--- src/rtl/voice_mixer.sv ---
// voice_mixer: N-voice stereo mixer. On each rising lrck it snapshots one
// signed sample per voice and multiplies each sample by its per-voice gain,
// one voice per clock. The scaled sums are saturated to WIDTH bits.
// Optional feature macro VOICE_MIXER_PAN_EN: when defined, each voice has
// independent left/right gains. When undefined, a single gain and accumulator
// drive both outputs.
module voice_mixer #(
  parameter int unsigned CHANNELS  = 4,
  parameter int unsigned WIDTH     = 24,
  parameter int unsigned GAIN_BITS = 8,
  parameter logic [31:0] BASE_ADDR = 32'h3000_0100
) (
  input  logic                      clk_i,
  input  logic                      rst_i,
  input  logic                      lrck_i,
  input  logic [CHANNELS*WIDTH-1:0] samples_i,
  input  logic                      msg_en_i,
  input  logic [31:0]               msg_addr_i,
  input  logic [31:0]               msg_i,
  output logic [WIDTH-1:0]          left_o,
  output logic [WIDTH-1:0]          right_o,
  output logic                      valid_o,
  output logic                      overflow_o
);
  localparam int unsigned IDX_W  = (CHANNELS > 1) ? $clog2(CHANNELS) : 1;
  localparam int unsigned ACC_W  = WIDTH + GAIN_BITS + $clog2(CHANNELS) + 1;
  localparam int unsigned PROD_W = WIDTH + GAIN_BITS + 1;
  localparam logic [GAIN_BITS-1:0] UNITY = {1'b1, {(GAIN_BITS-1){1'b0}}};
  localparam logic [ACC_W-1:0] OUT_MAX = {{(ACC_W-WIDTH+1){1'b0}}, {(WIDTH-1){1'b1}}};
  localparam logic [ACC_W-1:0] OUT_MIN = {{(ACC_W-WIDTH+1){1'b1}}, {(WIDTH-1){1'b0}}};
  localparam logic [31:0] CTRL_ADDR = BASE_ADDR + 32'(4 * CHANNELS);
  localparam logic [IDX_W-1:0] LAST_IDX = IDX_W'(CHANNELS - 1);

  typedef enum logic [1:0] {
    S_IDLE = 2'd0,
    S_ACC  = 2'd1,
    S_OUT  = 2'd2
  } state_e;

  // Signed sample times zero-extended gain, added to the running sum.
  function automatic logic signed [ACC_W-1:0] mac_fn(
    input logic signed [ACC_W-1:0] acc,
    input logic [WIDTH-1:0]        smp,
    input logic [GAIN_BITS-1:0]    gain
  );
    logic signed [PROD_W-1:0] prod;
    prod = PROD_W'($signed(smp)) * $signed(PROD_W'(gain));
    return acc + ACC_W'(prod);
  endfunction

  // Clamp a scaled sum to the output range; bit WIDTH flags that a clamp occurred.
  function automatic logic [WIDTH:0] sat_fn(input logic signed [ACC_W-1:0] v);
    logic [WIDTH:0] r;
    if (v > $signed(OUT_MAX)) begin
      r = {1'b1, OUT_MAX[WIDTH-1:0]};
    end else if (v < $signed(OUT_MIN)) begin
      r = {1'b1, OUT_MIN[WIDTH-1:0]};
    end else begin
      r = {1'b0, v[WIDTH-1:0]};
    end
    return r;
  endfunction

  state_e                  state_q, state_d;
  logic                    lrck_q;
  logic                    armed_q, armed_d;
  logic [WIDTH-1:0]        snap_q [CHANNELS];
  logic [WIDTH-1:0]        snap_d [CHANNELS];
  logic [IDX_W-1:0]        idx_q, idx_d;
  logic signed [ACC_W-1:0] acc_l_q, acc_l_d, acc_l_nx_s;
  logic [GAIN_BITS-1:0]    gain_l_q [CHANNELS];
  logic [GAIN_BITS-1:0]    gain_l_d [CHANNELS];
  logic                    mute_q, mute_d;
  logic [WIDTH-1:0]        left_q, left_d;
  logic                    valid_q, valid_d;
  logic                    overflow_q, overflow_d;
  logic                    rise_s, ovf_set_s, ovf_clr_s, clamp_s;
  logic [WIDTH:0]          sat_l_s;
  logic                    unused_msg_s;
`ifdef VOICE_MIXER_PAN_EN
  logic signed [ACC_W-1:0] acc_r_q, acc_r_d, acc_r_nx_s;
  logic [GAIN_BITS-1:0]    gain_r_q [CHANNELS];
  logic [GAIN_BITS-1:0]    gain_r_d [CHANNELS];
  logic [WIDTH-1:0]        right_q, right_d;
  logic [WIDTH:0]          sat_r_s;
`endif

  assign unused_msg_s = ^msg_i;

  // Next-state logic: register writes, frame sequencing, output staging, overflow.
  always_comb begin
    state_d    = state_q;
    armed_d    = armed_q | ~lrck_i;
    snap_d     = snap_q;
    idx_d      = idx_q;
    acc_l_d    = acc_l_q;
    gain_l_d   = gain_l_q;
    mute_d     = mute_q;
    left_d     = left_q;
    valid_d    = 1'b0;
    ovf_set_s  = 1'b0;
    ovf_clr_s  = 1'b0;
    rise_s     = lrck_i & ~lrck_q & armed_q;
    acc_l_nx_s = mac_fn(acc_l_q, snap_q[idx_q], gain_l_q[idx_q]);
    sat_l_s    = sat_fn(acc_l_nx_s >>> (GAIN_BITS - 1));
    clamp_s    = sat_l_s[WIDTH];
`ifdef VOICE_MIXER_PAN_EN
    acc_r_d    = acc_r_q;
    gain_r_d   = gain_r_q;
    right_d    = right_q;
    acc_r_nx_s = mac_fn(acc_r_q, snap_q[idx_q], gain_r_q[idx_q]);
    sat_r_s    = sat_fn(acc_r_nx_s >>> (GAIN_BITS - 1));
    clamp_s    = sat_l_s[WIDTH] | sat_r_s[WIDTH];
`endif

    if (msg_en_i) begin
      for (int i = 0; i < CHANNELS; i++) begin
        if (msg_addr_i == BASE_ADDR + 32'(4 * i)) begin
          gain_l_d[i] = msg_i[GAIN_BITS-1:0];
`ifdef VOICE_MIXER_PAN_EN
          gain_r_d[i] = msg_i[16 +: GAIN_BITS];
`endif
        end else begin
          gain_l_d[i] = gain_l_q[i];
        end
      end
      if (msg_addr_i == CTRL_ADDR) begin
        mute_d    = msg_i[0];
        ovf_clr_s = msg_i[1];
      end else begin
        mute_d    = mute_q;
        ovf_clr_s = 1'b0;
      end
    end else begin
      ovf_clr_s = 1'b0;
    end

    // Results are registered as the last voice is accumulated, so they are
    // already visible (with valid) during the OUT cycle.
    case (state_q)
      S_IDLE: begin
        if (rise_s) begin
          for (int i = 0; i < CHANNELS; i++) begin
            snap_d[i] = samples_i[i*WIDTH +: WIDTH];
          end
          acc_l_d = '0;
`ifdef VOICE_MIXER_PAN_EN
          acc_r_d = '0;
`endif
          idx_d   = '0;
          state_d = S_ACC;
        end else begin
          state_d = S_IDLE;
        end
      end
      S_ACC: begin
        ovf_set_s = rise_s;
        acc_l_d   = acc_l_nx_s;
`ifdef VOICE_MIXER_PAN_EN
        acc_r_d   = acc_r_nx_s;
`endif
        if (idx_q == LAST_IDX) begin
          state_d = S_OUT;
          valid_d = 1'b1;
          if (mute_q) begin
            left_d = '0;
`ifdef VOICE_MIXER_PAN_EN
            right_d = '0;
`endif
          end else begin
            left_d    = sat_l_s[WIDTH-1:0];
`ifdef VOICE_MIXER_PAN_EN
            right_d   = sat_r_s[WIDTH-1:0];
`endif
            ovf_set_s = rise_s | clamp_s;
          end
        end else begin
          idx_d = idx_q + IDX_W'(1);
        end
      end
      S_OUT: begin
        ovf_set_s = rise_s;
        state_d   = S_IDLE;
      end
      default: begin
        state_d = S_IDLE;
      end
    endcase

    if (ovf_set_s) begin
      overflow_d = 1'b1;
    end else if (ovf_clr_s) begin
      overflow_d = 1'b0;
    end else begin
      overflow_d = overflow_q;
    end
  end

  // State register update with synchronous active-high reset.
  always_ff @(posedge clk_i) begin
    if (rst_i) begin
      state_q    <= S_IDLE;
      lrck_q     <= 1'b0;
      armed_q    <= 1'b0;
      idx_q      <= '0;
      acc_l_q    <= '0;
      mute_q     <= 1'b0;
      left_q     <= '0;
      valid_q    <= 1'b0;
      overflow_q <= 1'b0;
      for (int i = 0; i < CHANNELS; i++) begin
        gain_l_q[i] <= UNITY;
        snap_q[i]   <= '0;
`ifdef VOICE_MIXER_PAN_EN
        gain_r_q[i] <= UNITY;
`endif
      end
`ifdef VOICE_MIXER_PAN_EN
      acc_r_q    <= '0;
      right_q    <= '0;
`endif
    end else begin
      state_q    <= state_d;
      lrck_q     <= lrck_i;
      armed_q    <= armed_d;
      idx_q      <= idx_d;
      acc_l_q    <= acc_l_d;
      mute_q     <= mute_d;
      left_q     <= left_d;
      valid_q    <= valid_d;
      overflow_q <= overflow_d;
      gain_l_q   <= gain_l_d;
      snap_q     <= snap_d;
`ifdef VOICE_MIXER_PAN_EN
      gain_r_q   <= gain_r_d;
      acc_r_q    <= acc_r_d;
      right_q    <= right_d;
`endif
    end
  end

  assign left_o     = left_q;
`ifdef VOICE_MIXER_PAN_EN
  assign right_o    = right_q;
`else
  assign right_o    = left_q;
`endif
  assign valid_o    = valid_q;
  assign overflow_o = overflow_q;

endmodule

--- config.mk ---
export PLATFORM = sky130hd
export DESIGN_NAME = voice_mixer
export DESIGN_NICKNAME = d
export VERILOG_FILES = /design/src/rtl/voice_mixer.sv
export SDC_FILE = /design/constraint.sdc
export NUM_CORES = 1
export LEC_CHECK = 0
export BUFFER_PORTS_ARGS = -buffer_cell sky130_fd_sc_hd__clkbuf_2
export CAP_MARGIN = 20
export CORE_MARGIN = 2
export CORE_UTILIZATION = 59
export DETAILED_ROUTE_END_ITERATION = 8
export PLACE_DENSITY = 0.82
export REMOVE_ABC_BUFFERS = 1
export SLEW_MARGIN = 20
export SYNTH_ARGS = -nofsm -noshare
export SYNTH_HDL_FRONTEND = slang
export SYNTH_SLANG_ARGS = --single-unit
--- constraint.sdc ---
create_clock -name clk_i -period 10.25 [get_ports clk_i]
set_input_delay 1.025 -clock clk_i [delete_from_list [all_inputs] [get_ports clk_i]]
set_output_delay 1.025 -clock clk_i [all_outputs]
set_load 0.02 [all_outputs]
==> results by group <==
Setup path
  • Setup CP Type: reg -> reg
  • Crit-path max FO: 24
  • Critical Path End Type: register
  • Required time of the worst setup path: 10,560 ps
  • CP arrival: 8450 ps
  • Critical Path Start Type: register

Power and ir drop
  • Power density cells: 95.22 nW/um^2
  • Logic pwr share: 9.2%
  • P_sw: 0.0004697 W
  • Pleak: 8.192 nW
  • Pint: 0.001170 W
  • Clk network pwr share: 43.0%
  • Switching Fraction: 28.65%
  • Worst vdd ir: 0.00008356 V
  • Share of power burned in registers: 47.8%

Routing
  • ANT nets after route: 0
  • Total number of vias: 12,580
  • Routed len/inst: 16.27 um
  • Initial drt markers: 773
  • Routed wire length: 36,610 um
  • DR vias/cell: 5.592
  • Pre-Repair DR Iteration Count: 5
  • DRC Markers: 0

STA
  • Rel. slew slack: 27.84%
  • Tightest Pin Transition: 1082 ps
  • Final min period: 8147 ps
  • Setup TNS Final: 0 ps
  • Final setup vio count: 0
  • RSZ-0062 raised after global routing: no
  • Peak Freq: 122.7 MHz
  • Share of the clock period used by the worst path: 79.48%
  • Final Max Tran Viols: 0
  • Worst Clk Skew: 16.40 ps
  • Fin. Hold Viols: 0

Floorplanning
  • Site row count: 59
  • Ports: 214
  • Die width: 167.0 um
  • Core Region: 26,060 um^2
  • Die height: 167.0 um
  • Initial core utilization: 60.12%
  • DIE AREA: 27,870 um^2

Global routing
  • Grt total ovfl: 0
  • Vias in the first global route: 13,030
  • Initial antenna violation count: 1
  • GRT Total Usage: 26.59%
  • Largest net degree at the start of global routing: 114
  • First-pass GRT wire length: 60,680 um

Clocking
  • Sink Count: 196
  • CTS max path bufs: 2
  • Clk Latency, worst-skew pair: 460 ps
  • Postcts setup bufs: 0
  • H-tree depth: 4
  • # hold bufs at CTS: 0
  • Clock slew at reported path FFs: 80 ps
  • Root buffer cell: clkbuf_16
  • Resized Gates After CTS: 0
  • CTS tree: yes
  • Total CTS buffers: 17

Synth
  • Async set-reset flop share out of synthesis: 0%
  • Ys Warns: 0
  • Flops & latches, synth: 196
  • Post-synth top area share: 25.04%
  • Yosys top cell by area: dfxtp_1
  • Ys flop type: dfxtp_1
  • Count leader, synth: nand2_1
  • Synth cell types: 57
  • Post-synth EDFFs: 0
  • Gate Count Post-Synth: 1,794
  • Seq/Total Area, Yosys: 25.04%
  • Area contributors post-synth: dfxtp_1, fa_1, nand2_1, ha_1, inv_1
  • Most frequent cells after synthesis: nand2_1, inv_1, dfxtp_1
  • Syn Std Cell Area: 15,670 um^2
  • Post-synthesis average cell area: 8.733 um^2

Place
  • Placed instance area: 16,590 um^2
  • Final HPWL from detailed placement: 26,870 um
  • RD Place Congestion: 0.9155
  • IO Port Bufs: 189

Layout
  • Fin area: 17,220 um^2
  • Share of cells above drive strength 1: 14.26%
  • FILL cells: 2,131
  • # nets final: 2,327
  • P&R area growth vs syn: 9.927%

Min path
  • Worst Hold Class: reg -> reg

Outcome
  • Outcome: completed

Run
  • Max_cap viols: 0
==> layer usage <==
layer / share of wire (%) / routed length, um / track usage [%] / vias up
li1: - / - / - / 5925
met1: 39 / 14370 / 31.80 / 6170
met2: 53 / 19420 / 48.36 / 399
met3: 4.9 / 1790 / 4.206 / 88
met4: 2.8 / 1027 / 9.558 / 0
met5: 0 / 0 / 0 / -
==> final cells by class <==
| type | instances | area [um^2] | area share [%] |
|---|---|---|---|
| clock buffers | 17 | 425.4 | 2.470 |
| well taps | 335 | 419.2 | 2.434 |
| repair buffers | 196 | 1005 | 5.834 |
| inverters | 244 | 915.9 | 5.318 |
| multi-input cells | 1246 | 10330 | 59.97 |
| diodes | 1 | 2.502 | 0.01453 |
| clock inverters | 15 | 201.4 | 1.170 |
| flip-flops and latches | 196 | 3925 | 22.79 |
==> layout by cell type, fill, tap and decap left out, types with 7 or more instances in the layout <==
| cell type | Yosys | routed |
|---|---|---|
| nand2_1 | 332 | 331 |
| inv_1 | 244 | 244 |
| dfxtp_1 | 196 | 195 |
| clkbuf_2 | 1 | 188 |
| fa_1 | 183 | 183 |
| a21oi_1 | 144 | 143 |
| and2_1 | 112 | 112 |
| nor2_1 | 110 | 109 |
| ha_1 | 79 | 79 |
| a22oi_1 | 34 | 34 |
| mux4_2 | 32 | 32 |
| mux2i_1 | 29 | 29 |
| o21ai_0 | 27 | 27 |
| o21ai_1 | 20 | 20 |
| clkbuf_16 | 0 | 17 |
| xnor2_1 | 16 | 16 |
| nand3_1 | 15 | 15 |
| xor2_1 | 15 | 15 |
| nor3_1 | 11 | 11 |
| nand4_1 | 10 | 10 |
| a21o_1 | 9 | 9 |
| clkinv_8 | 0 | 7 |
| buf_4 | 25 | 7 |
==> worst paths after layout <==
kind	end	startpoint	slack, ps	cells past startpoint
hold reg to reg	snap_q[33]	snap_q[33]	460	2
setup / recovery	left_o[3]	idx_q[1]	2100	21
setup reg to reg	left_o[3]	idx_q[1]	2100	21
hold / removal	snap_q[33]	snap_q[33]	460	2
==> cell families after synthesis <==
family,count (synthesis),share of synthesized area [%]
and+or+nand+nor,621,17.67
muxes,62,6.525
AOI/OAI and AO/OA,270,10.22
buffers and inverters,352,9.120
adders and majority gates,262,29.69
xor gates and xnor gates,31,1.733
DFF,196,25.04
==> registers in the layout, indices dropped and copies added (netlist names) <==
signal      cells
idx_q           2
lrck_q          1
acc_l_q        35
snap_q         96
state_q         2
gain_l_q       32
armed_q         1
mute_q          1
overflow_o      1
left_o         24
valid_o         1
==> worst max-delay path: stages, from the launching register on <==
cell	delay, ps
dfxtp_1	940
mux4_2	800
nand2_1	250
fa_1	790
fa_1	480
inv_1	100
fa_1	410
fa_1	490
inv_1	50
fa_1	470
inv_1	40
ha_1	390
a21o_1	220
a21oi_1	290
o21ai_0	140
a21oi_1	230
nor2_1	70
a2111oi_0	530
nand2_1	150
a41oi_1	280
nand2b_1	680
o21ai_0	190
==> power by group through the flow <==
stage               combinational [W]  sequential [W]  clock, W
finish                       0.000151        0.000783  0.000706
global route                 0.000169        0.000785  0.000743
CTS                          0.000150        0.000783  0.000716
detailed placement           0.000149        0.000801         0
global placement             0.000145        0.000800         0
floorplan                   0.0000848        0.000799         0
==> metrics by stage <==
step | total power (W) | setup WS (ps) | hold slack, ps | instances | util (%)
detailed placement | 0.0009502 | 2148 | 442.7 | 2217 | 63.66
global route | 0.001697 | 1579 | 472.6 | 2249 | 66.08
floorplan | 0.0008834 | 2426 | 424.0 | 1686 | -
finish | 0.001640 | 2103 | 455.9 | 2250 | 66.09
CTS | 0.001649 | 2117 | 453.0 | 2249 | 66.07
global placement | 0.0009444 | 2271 | 436.3 | 2217 | 63.66
No activity file was read; power rests on OpenSTA's default activity.
